[config.mk]
export PLATFORM = sky130hd
export DESIGN_NAME = if_fetch_unit
export DESIGN_NICKNAME = d
export VERILOG_FILES = /design/src/rtl/if_fetch_unit.sv
export SDC_FILE = /design/constraint.sdc
export NUM_CORES = 1
export LEC_CHECK = 0
export CORE_AREA = 3 3 143 159
export DETAILED_ROUTE_END_ITERATION = 16
export DIE_AREA = 0 0 146 162
export GPL_TIMING_DRIVEN = 0
export HOLD_SLACK_MARGIN = 0.1
export PLACE_DENSITY = 0.63
export SETUP_SLACK_MARGIN = 0.4
export SLEW_MARGIN = 20
export SYNTH_ARGS = -nofsm -noshare
export SYNTH_HDL_FRONTEND = slang
export SYNTH_SLANG_ARGS = --single-unit
export TNS_END_PERCENT = 100
[constraint.sdc]
create_clock -name clk -period 3.9 [get_ports clk]
set_input_delay 1.17 -clock clk [delete_from_list [all_inputs] [get_ports clk]]
set_output_delay 1.17 -clock clk [all_outputs]
set_load 0.05 [all_outputs]
[src/rtl/if_fetch_unit.sv]
// if_fetch_unit: instruction fetch front end driving a req/ack instruction bus and the IF/ID interface.
// Owns the PC and handles stall hold, branch redirect and flush redirect with in-flight drop.
module if_fetch_unit #(
   parameter logic [31:0] RESET_PC = 32'h0000_0000
) (
   input  logic        clk,
   input  logic        rst,
   input  logic [5:0]  stall,
   input  logic        branch_flag_i,
   input  logic [31:0] branch_target_i,
   input  logic        flush_i,
   input  logic [31:0] new_pc_i,
   output logic        ibus_req_o,
   output logic [31:0] ibus_addr_o,
   input  logic        ibus_ack_i,
   input  logic [31:0] ibus_rdata_i,
   output logic [31:0] if_pc_o,
   output logic [31:0] rom_inst_o,
   output logic        stallreq_o
);
   typedef enum logic [1:0] {IDLE, REQ, HOLD, DROP} state_t;
   state_t state, state_nxt;
   logic [31:0] pc, pc_nxt, hold_inst, hold_nxt, redir, redir_nxt;
   logic [31:0] next_pc, flush_pc;
   logic        present;
   assign next_pc  = branch_flag_i ? {branch_target_i[31:2], 2'b00} : pc + 32'd4;
   assign flush_pc = {new_pc_i[31:2], 2'b00};
   always_ff @(posedge clk or posedge rst) begin
      if (rst) begin
         state     <= IDLE;
         pc        <= RESET_PC;
         hold_inst <= '0;
         redir     <= '0;
      end else begin
         state     <= state_nxt;
         pc        <= pc_nxt;
         hold_inst <= hold_nxt;
         redir     <= redir_nxt;
      end
   end
   // pc only moves on an accepted instruction, a stall release, or a redirect
   always_comb begin
      state_nxt = state;
      pc_nxt    = pc;
      hold_nxt  = hold_inst;
      redir_nxt = redir;
      case (state)
         IDLE: begin
            state_nxt = REQ;
            if (flush_i) pc_nxt = flush_pc;
         end
         REQ: begin
            if (flush_i) begin
               if (ibus_ack_i) pc_nxt = flush_pc;
               else begin
                  redir_nxt = flush_pc;
                  state_nxt = DROP;
               end
            end else if (ibus_ack_i) begin
               if (stall[0]) begin
                  hold_nxt  = ibus_rdata_i;
                  state_nxt = HOLD;
               end else pc_nxt = next_pc;
            end
         end
         HOLD: begin
            if (flush_i || !stall[0]) begin
               pc_nxt    = flush_i ? flush_pc : next_pc;
               hold_nxt  = '0;
               state_nxt = REQ;
            end
         end
         DROP: begin
            if (flush_i) redir_nxt = flush_pc;
            if (ibus_ack_i) begin
               pc_nxt    = flush_i ? flush_pc : redir;
               state_nxt = REQ;
            end
         end
      endcase
   end
   always_comb begin
      ibus_req_o  = (state == REQ) || (state == DROP);
      ibus_addr_o = ibus_req_o ? pc : '0;
      present     = (state == REQ) && ibus_ack_i && !stall[0] && !flush_i;
      if_pc_o     = (present || state == HOLD) ? pc : '0;
      rom_inst_o  = present ? ibus_rdata_i : (state == HOLD) ? hold_inst : '0;
      stallreq_o  = (state == REQ) && !ibus_ack_i;
   end
endmodule

After elaboration in Yosys (flattened, before gate mapping)
Index checks and enable logic that the tools add are counted.

Output and inout bits: 98. Word-level logic and storage cells: 67. Flip-flop bits (word level): 98. Bits of input ports: 107.

$add $sub $neg: 1. Reductions and logical operators: 17. Equality and inequality tests: 15. Mux-type cells: 30.

Operators with widths (number): 2-to-1 mux 32 bit (20); one-hot mux 32 bit (2 select lines) (2); one-hot mux 32 bit (4 select lines) (1); adder 32 x 3 -> 32 bit, second input constant (1); != test 2 bit, second input constant (8); AND reduction 5 bit (3); 2-to-1 mux 2 bit (6); != test 3 bit, second input constant (4); one-hot mux 2 bit (4 select lines) (1); == test 2 bit, second input constant (2); logical AND 1 bit (4); nonzero test 2 bit (2); zero test 1 bit (3); logical OR 1 bit (3); AND reduction 3 bit (1); == test 2 x 1 -> 1 bit, second input constant (1); zero test 2 bit (1).

Logic depth before layout (Yosys ltp)
Gate-level depths: netlist of run 1.

Word-level depth: 6. Depth in mapped cells: 10. Gate-level depth less buffers: 7.

Least setup slack after synthesis of run 1
No wires, ideal clock.

Kind: input to output. From: input port flush_i. To: output port rom_inst_o[23]. Path buffers: 3. Arrival: 2.995 ns. Data required time: 2.730 ns. Cell stages on the path: 5. Setup slack: -0.265 ns. Cell sequence: clkbuf_1 -> nor3_1 -> clkbuf_1 -> clkbuf_1 -> o21ai_0.

Cells in the longest elaborated chain, start to end: 3.

RTL lines: start: declaration (line 11) `input logic flush_i,`; zero test 1 bit (line 85) `present = (state == REQ) && ibus_ack_i && !stall[0] && !flush_i;`; logical AND 1 bit (line 85); 2-to-1 mux 32 bit (line 87) `rom_inst_o = present ? ibus_rdata_i : (state == HOLD) ? hold_inst : '0;`; end: declaration (line 18) `output logic [31:0] rom_inst_o,`.

Every way passes these cells.

Worst setup path in the final report of run 1
From: input port flush_i. To: output port rom_inst_o[28].

The elaborated chain is that of the path after synthesis.

==> impl_metrics.toml, run 1 <==
[drt]
drtIter0Drc = 541
routed_via_density = 5.43
routed-wl-met3_mm = 2.31
wl_mm = 25.2
wire_per_inst_um = 19.6
antenna_left = 0
drc_errors = 0
dr.max_layer_used = "met5"
first_pass_iters = 8
wl_met2_mm = 11.9
wl_met1_mm = 10.3
route.vias.total = 6977

[clock_network]
clockBufferDepth = 2
clock_latency_ps = 360
cts_buffers = 9
cts_max_level = 3
hold_buffers = 0
clock_sinks = 98
clockRootBuffer = "clkbuf_16"
clkSlewWorstSetupHoldPaths_ps = 80
cts_tree = "built"

[finish]
diodes = 0
drive_gt1_share_pct = 26.4
syn_to_final_growth_pct = 60.8
post-route-util_pct = 47.8
final_common_cell = "clkdlybuf4s50_1"
fin_cells = 1286
layout.nets = 1104
mostFrequentLayoutCells = "clkdlybuf4s50_1, nand2_1, dfrtp_1"
final_cell_area_um2 = 10200

[timing]
report.final.setup_viol = 0
fmax_mhz = 272
fin_crit_sh_pct = 94.3
hold_viol = 0
rsz0062_at_grt = "yes"
min_period_ps = 3680
drv_slew = 0
slew-limit-headroom_pct = 48.6
fin_hold_ws_ps = 488
worst_slew_pin_slew_ps = 771
finClkSkew_ps = 11.9

[worst_setup_path]
critical_path.endpoint = "rom_inst_o[28]"
r2r_slack_ps = 750
slowest_delay_ps = 190
arrival_ps = 2510
critical_path_depth = 12
cp_cell_sequence = "buf_8, buf_8, nor3_4, buf_8, buf_6, clkbuf_16, buf_8, buf_6, buf_6, nand2_4, o21ai_4, buf_6"
crit_type = "input port to primary output"
rr_startpoint = "state[0]$_DFFE_PP0P_"
cp-end-kind = "primary output"
reg2reg_depth = 9
cp_top_family = "buffers and inverters"
cp.required_ps = 2730
path_buf_inv = 9
crit_slowest_cell = "nor3_4"
regToRegEndpoint = "pc[21]$_DFFE_PP0P_"
startpoint_type = "input port"
worst-path-max-fanout = 6
setup.worst_path.start = "flush_i"

[die]
die_w_um = 146
fp.dieH_um = 162
floorplan.io_pins = 205
num_rows = 56
dieArea_um2 = 23700
initial_utilization_pct = 29.7
coreArea_um2 = 21200

[run_status]
status = "complete, no violations"

[placement]
place_hpwl_mm = 18.3
place_inst = 1233
port-buffer-count = 195
gp_congestion = 0.926
placed_area_um2 = 9220

[synthesis]
synth_warnings = 0
yosysTopAreaCellShare_pct = 38.8
synth_ff_type = "dfrtp_1"
yosysTopAreaCell = "dfrtp_1"
synth_top_family_by_area = "compound AO/OA/AOI/OAI gates"
ys_seq_elements = 98
synthTopCellsByArea = "dfrtp_1, nand2_1, o21ai_0, mux2_2, a22o_1"
synth_cells = 745
synth_area_um2 = 6310
muxShareOfSynthArea_pct = 5.29
syn_avg_cell_area_um2 = 8.47
synth_simple_gate_area_share_pct = 23.6
synth_cell_types = 70
synth_compound_area_share_pct = 24.8
synth-xor-area-share_pct = 1.39
synth_fp_nets = 858
synthAdderAreaFrac_pct = 1.19
synth.yosys.seq_area_share_pct = 38.8
async_flop_share_pct = 100
synth_edf_count = 0

[power]
ir_drop_v = 0.000302
p_seq_share_pct = 26.9
power_density_nw_per_um2 = 698
power.internal_mw = 3.68
swShare_pct = 48.1
leakage_nw = 4.16
p_clk_share_pct = 13.2
p_sw_mw = 3.41
power_frac_comb_pct = 60.0

[flow_run]
cap_violations = 0

[global_route]
grt_max_degree = 31
grt.total_usage_pct = 20.5
grt_antenna_before_repair = 3
grt_pass1_vias = 6768
grt_overflow = 0
grt_pass1_wl_mm = 38.6

[hold_path]
hold_path.class = "register to register"
[how the worst min path moves through the flow]
stage,start,end,slack (ps),cells after the start
final,redir[1]$_DFFE_PP0P_,redir[1]$_DFFE_PP0P_,490,1
after global routing,redir[0]$_DFFE_PP0P_,redir[0]$_DFFE_PP0P_,510,1
after CTS,redir[1]$_DFFE_PP0P_,redir[1]$_DFFE_PP0P_,490,1
after detailed placement,redir[0]$_DFFE_PP0P_,redir[0]$_DFFE_PP0P_,470,1
after global placement,redir[21]$_DFFE_PP0P_,redir[21]$_DFFE_PP0P_,460,2
after floorplan,redir[11]$_DFFE_PP0P_,redir[11]$_DFFE_PP0P_,450,2
[synthesized netlist by cell type (8+ instances only)]
master,count
nor2_1,35
nand2_1,114
mux2_2,27
nand4_1,13
inv_1,20
a22oi_1,13
o21ai_0,69
nor3_1,13
nor4_1,8
a21oi_1,22
and2_1,30
dfrtp_1,98
a221oi_1,10
nand2b_1,10
a22o_1,34
clkbuf_1,49
nand3_1,17
nor2b_1,30
a31oi_1,10
[layout make-up]
cell class              count  area [um2]
plain buffers              59         405
clock buffers               9         225
clock inverters             7        76.3
fillers                  2020       11100
inverters                  21        90.1
multi-input cells         567        4120
flip-flops and latches     98        2450
well taps                 290         363
repair buffers            235        2420
[worst register-to-register path, delay by kind of cell, from the launching register on]
family | cells | cell delay (ps)
simple gates | 1 | 200
compound gates | 2 | 310
buf+inv | 5 | 1820
fa+ha+maj | 1 | 240
flops | 1 | 460
[power by group through the flow]
stage / Clock (mW) / Sequential [mW] / Combinational [mW]
finish: 0.932 / 1.90 / 4.25
global route: 0.990 / 1.97 / 4.54
CTS: 0.955 / 1.89 / 4.09
detailed placement: 0 / 1.90 / 4.02
global placement: 0 / 1.90 / 3.98
floorplan: 0 / 1.78 / 2.87
[sequential cells by signal (all words and copies together) (netlist names)]
register and cells:
redir 32, hold_inst 32, pc 32, state 2
[per-stage QoR]
stage	total power, mW	TNS, ps	setup slack, ps
3_3_place_gp	5.87	-65110	-1040
5_1_grt	7.50	0	173
6_report	7.08	0	224
2_1_floorplan	4.65	0	417
3_5_place_dp	5.92	-60540	-1030
4_1_cts	6.93	0	191
[routing by layer]
layer	vias up	track usage [%]
met5	-	0
met2	351	33.4
met3	58	6.03
li1	3222	-
met1	3340	25.6
met4	6	8.17
[kinds of logic after synthesis]
| kind of cell | Yosys count |
|---|---|
| AND/OR/NAND/NOR | 297 |
| buffers and inverters | 80 |
| XOR/XNOR | 10 |
| flip-flops | 98 |
| AO/OA/AOI/OAI | 224 |
| multiplexers | 30 |
| adder cells (fa/ha/maj) | 6 |
[repair_timing]
item,CTS,global route
buffers inserted,16,19
setup endpoints to repair,101,77
pin swaps,2,3
cloned,0,2
gates resized for setup,320,244
Power figures use the tool's default switching activity.
==> run 2, diff against run 1 <==
- CORE_AREA: 3 3 143 159 -> 3 3 120 134
- DIE_AREA: 0 0 146 162 -> 0 0 123 137
- PLACE_DENSITY: 0.63 -> 0.83
==> run 2 against run 1 <==
  * First-iteration DRC count grew 11%
  * Worst hold slack gained 3.7 ps
  * Power shrank 0.80%
  * Die area shrank 29%
  * Non-clock buffer count shrank 16
  * Wire length shrank 6.4%
  * Largest power group unchanged
  * Critical path depth shrank 3
  * Utilization grew 18 points
==> impl_metrics.toml, run 2 (synthesis results as in run 1) <==
[power]
power_density_nw_per_um2 = 714
leakage_nw = 4.03
ir_drop_v = 0.000309

[drt]
routed_via_density = 5.94
first_pass_iters = 5
wire_per_inst_um = 20.1
drtIter0Drc = 600
antenna_left = 0
wl_mm = 23.6
route.vias.total = 6988
drc_errors = 0

[flow_run]
cap_violations = 0

[finish]
final_common_cell = "clkdlybuf4s50_1"
final_cell_area_um2 = 9840
drive_gt1_share_pct = 24.8
fin_cells = 1176
largestRegisters = "hold_inst x32, pc x32, redir x32"
mostFrequentLayoutCells = "clkdlybuf4s50_1, nand2_1, dfrtp_1"
syn_to_final_growth_pct = 55.9
layout.nets = 1088

[die]
num_rows = 47
coreArea_um2 = 14900
floorplan.io_pins = 205
initial_utilization_pct = 42.4
die_w_um = 123
fp.dieH_um = 137
dieArea_um2 = 16900

[placement]
place_hpwl_mm = 17.4
placed_area_um2 = 9100
place_inst = 1139
place_ws_ps = -1070
port-buffer-count = 195
gp_congestion = 0.945

[timing]
worst_slew_pin_slew_ps = 778
report.final.setup_viol = 0
hold_viol = 0
slew-limit-headroom_pct = 47.8
min_period_ps = 3560
fin_crit_sh_pct = 91.4
finClkSkew_ps = 9.13
fmax_mhz = 281
setup_tns_ps = 0
rsz0062_at_grt = "yes"
setup_ws_ps = 337
drv_slew = 0

[worst_setup_path]
arrival_ps = 2390
cp.required_ps = 2730
startpoint_type = "input port"
crit_type = "input port to primary output"
cp-end-kind = "primary output"
worst-path-max-fanout = 7

[hold_path]
hold_path.class = "register to register"

[global_route]
grt_max_degree = 34
grt_antenna_before_repair = 1
grt.total_usage_pct = 27.6
grt_pass1_vias = 6633
grt_overflow = 0
grt_pass1_wl_mm = 36.2

[clock_network]
clockBufferDepth = 2
cts_max_level = 3
clkSlewWorstSetupHoldPaths_ps = 70
clock_latency_ps = 350
clock_sinks = 98
cts_tree = "built"
clockRootBuffer = "clkbuf_16"
hold_buffers = 0
cts_buffers = 9

[run_status]
status = "complete, no violations"
[run 2: repair_timing]
action,CTS,global route
setup endpoints to repair,97,75
endpoints found under the hold margin,0,0
pin swaps,2,1
setup buffers,10,5
gates resized for setup,368,177
cloned,3,3
[run 2: final timing paths]
kind,endpoint,start,slack [ps],cells after the start
max,if_pc_o[26],flush_i,340,9
min,redir[0]$_DFFE_PP0P_,redir[0]$_DFFE_PP0P_,490,1
max reg2reg,pc[10]$_DFFE_PP0P_,state[0]$_DFFE_PP0P_,720,8
min reg2reg,redir[0]$_DFFE_PP0P_,redir[0]$_DFFE_PP0P_,490,1
max in group asynchronous,redir[3]$_DFFE_PP0P_,rst,1980,4
min in group asynchronous,redir[30]$_DFFE_PP0P_,rst,1230,2
[run 2: layout make-up]
| type | count | area (um2) |
|---|---|---|
| inverter | 21 | 90.1 |
| sequential | 98 | 2450 |
| clock buffer | 11 | 233 |
| antenna | 1 | 2.50 |
| fill | 1204 | 5030 |
| timing repair buffer | 219 | 2300 |
| buffer | 59 | 388 |
| clock inverter | 4 | 53.8 |
| multi-input combinational | 567 | 4080 |
| tap | 196 | 245 |
[run 2: report_power, final]
| group | internal, mW | total (mW) | leakage [nW] | switching, mW |
|---|---|---|---|---|
| Sequential | 1.50 | 1.91 | 1.20 | 0.414 |
| Combinational | 1.71 | 4.23 | 2.70 | 2.53 |
| Clock | 0.496 | 0.882 | 0.132 | 0.387 |
| Total | 3.70 | 7.03 | 4.03 | 3.33 |
[run 2: metal layers]
metal,global-route usage (%),up-vias,routed length [um]
li1,-,3178,-
met1,36.1,3307,8930
met5,0,-,0
met4,10.8,0,781
met3,6.57,56,2680
met2,44.4,447,11200
[run 2: worst max-delay path: stages]
cell	delay [ps]
buf_6	80
buf_8	100
nor3_4	40
buf_8	130
nor2_4	330
clkbuf_16	250
buf_6	100
nor2b_4	30
buf_8	140
[run 2: through the flow]
| stage | utilization [%] | hold WS (ps) | total power [mW] |
|---|---|---|---|
| 3_5_place_dp | 61.2 | 476 | 5.90 |
| 3_3_place_gp | 60.7 | 463 | 5.81 |
| 4_1_cts | 65.0 | 491 | 6.88 |
| 2_1_floorplan | - | 450 | 4.65 |
| 5_1_grt | 66.2 | 511 | 7.37 |
| 6_report | 66.2 | 491 | 7.03 |
==> run 3, diff against run 2 <==
- CAP_MARGIN: default -> 0
==> results of run 3 <==
Final layout, timing and power as in run 2 (identical DEF).
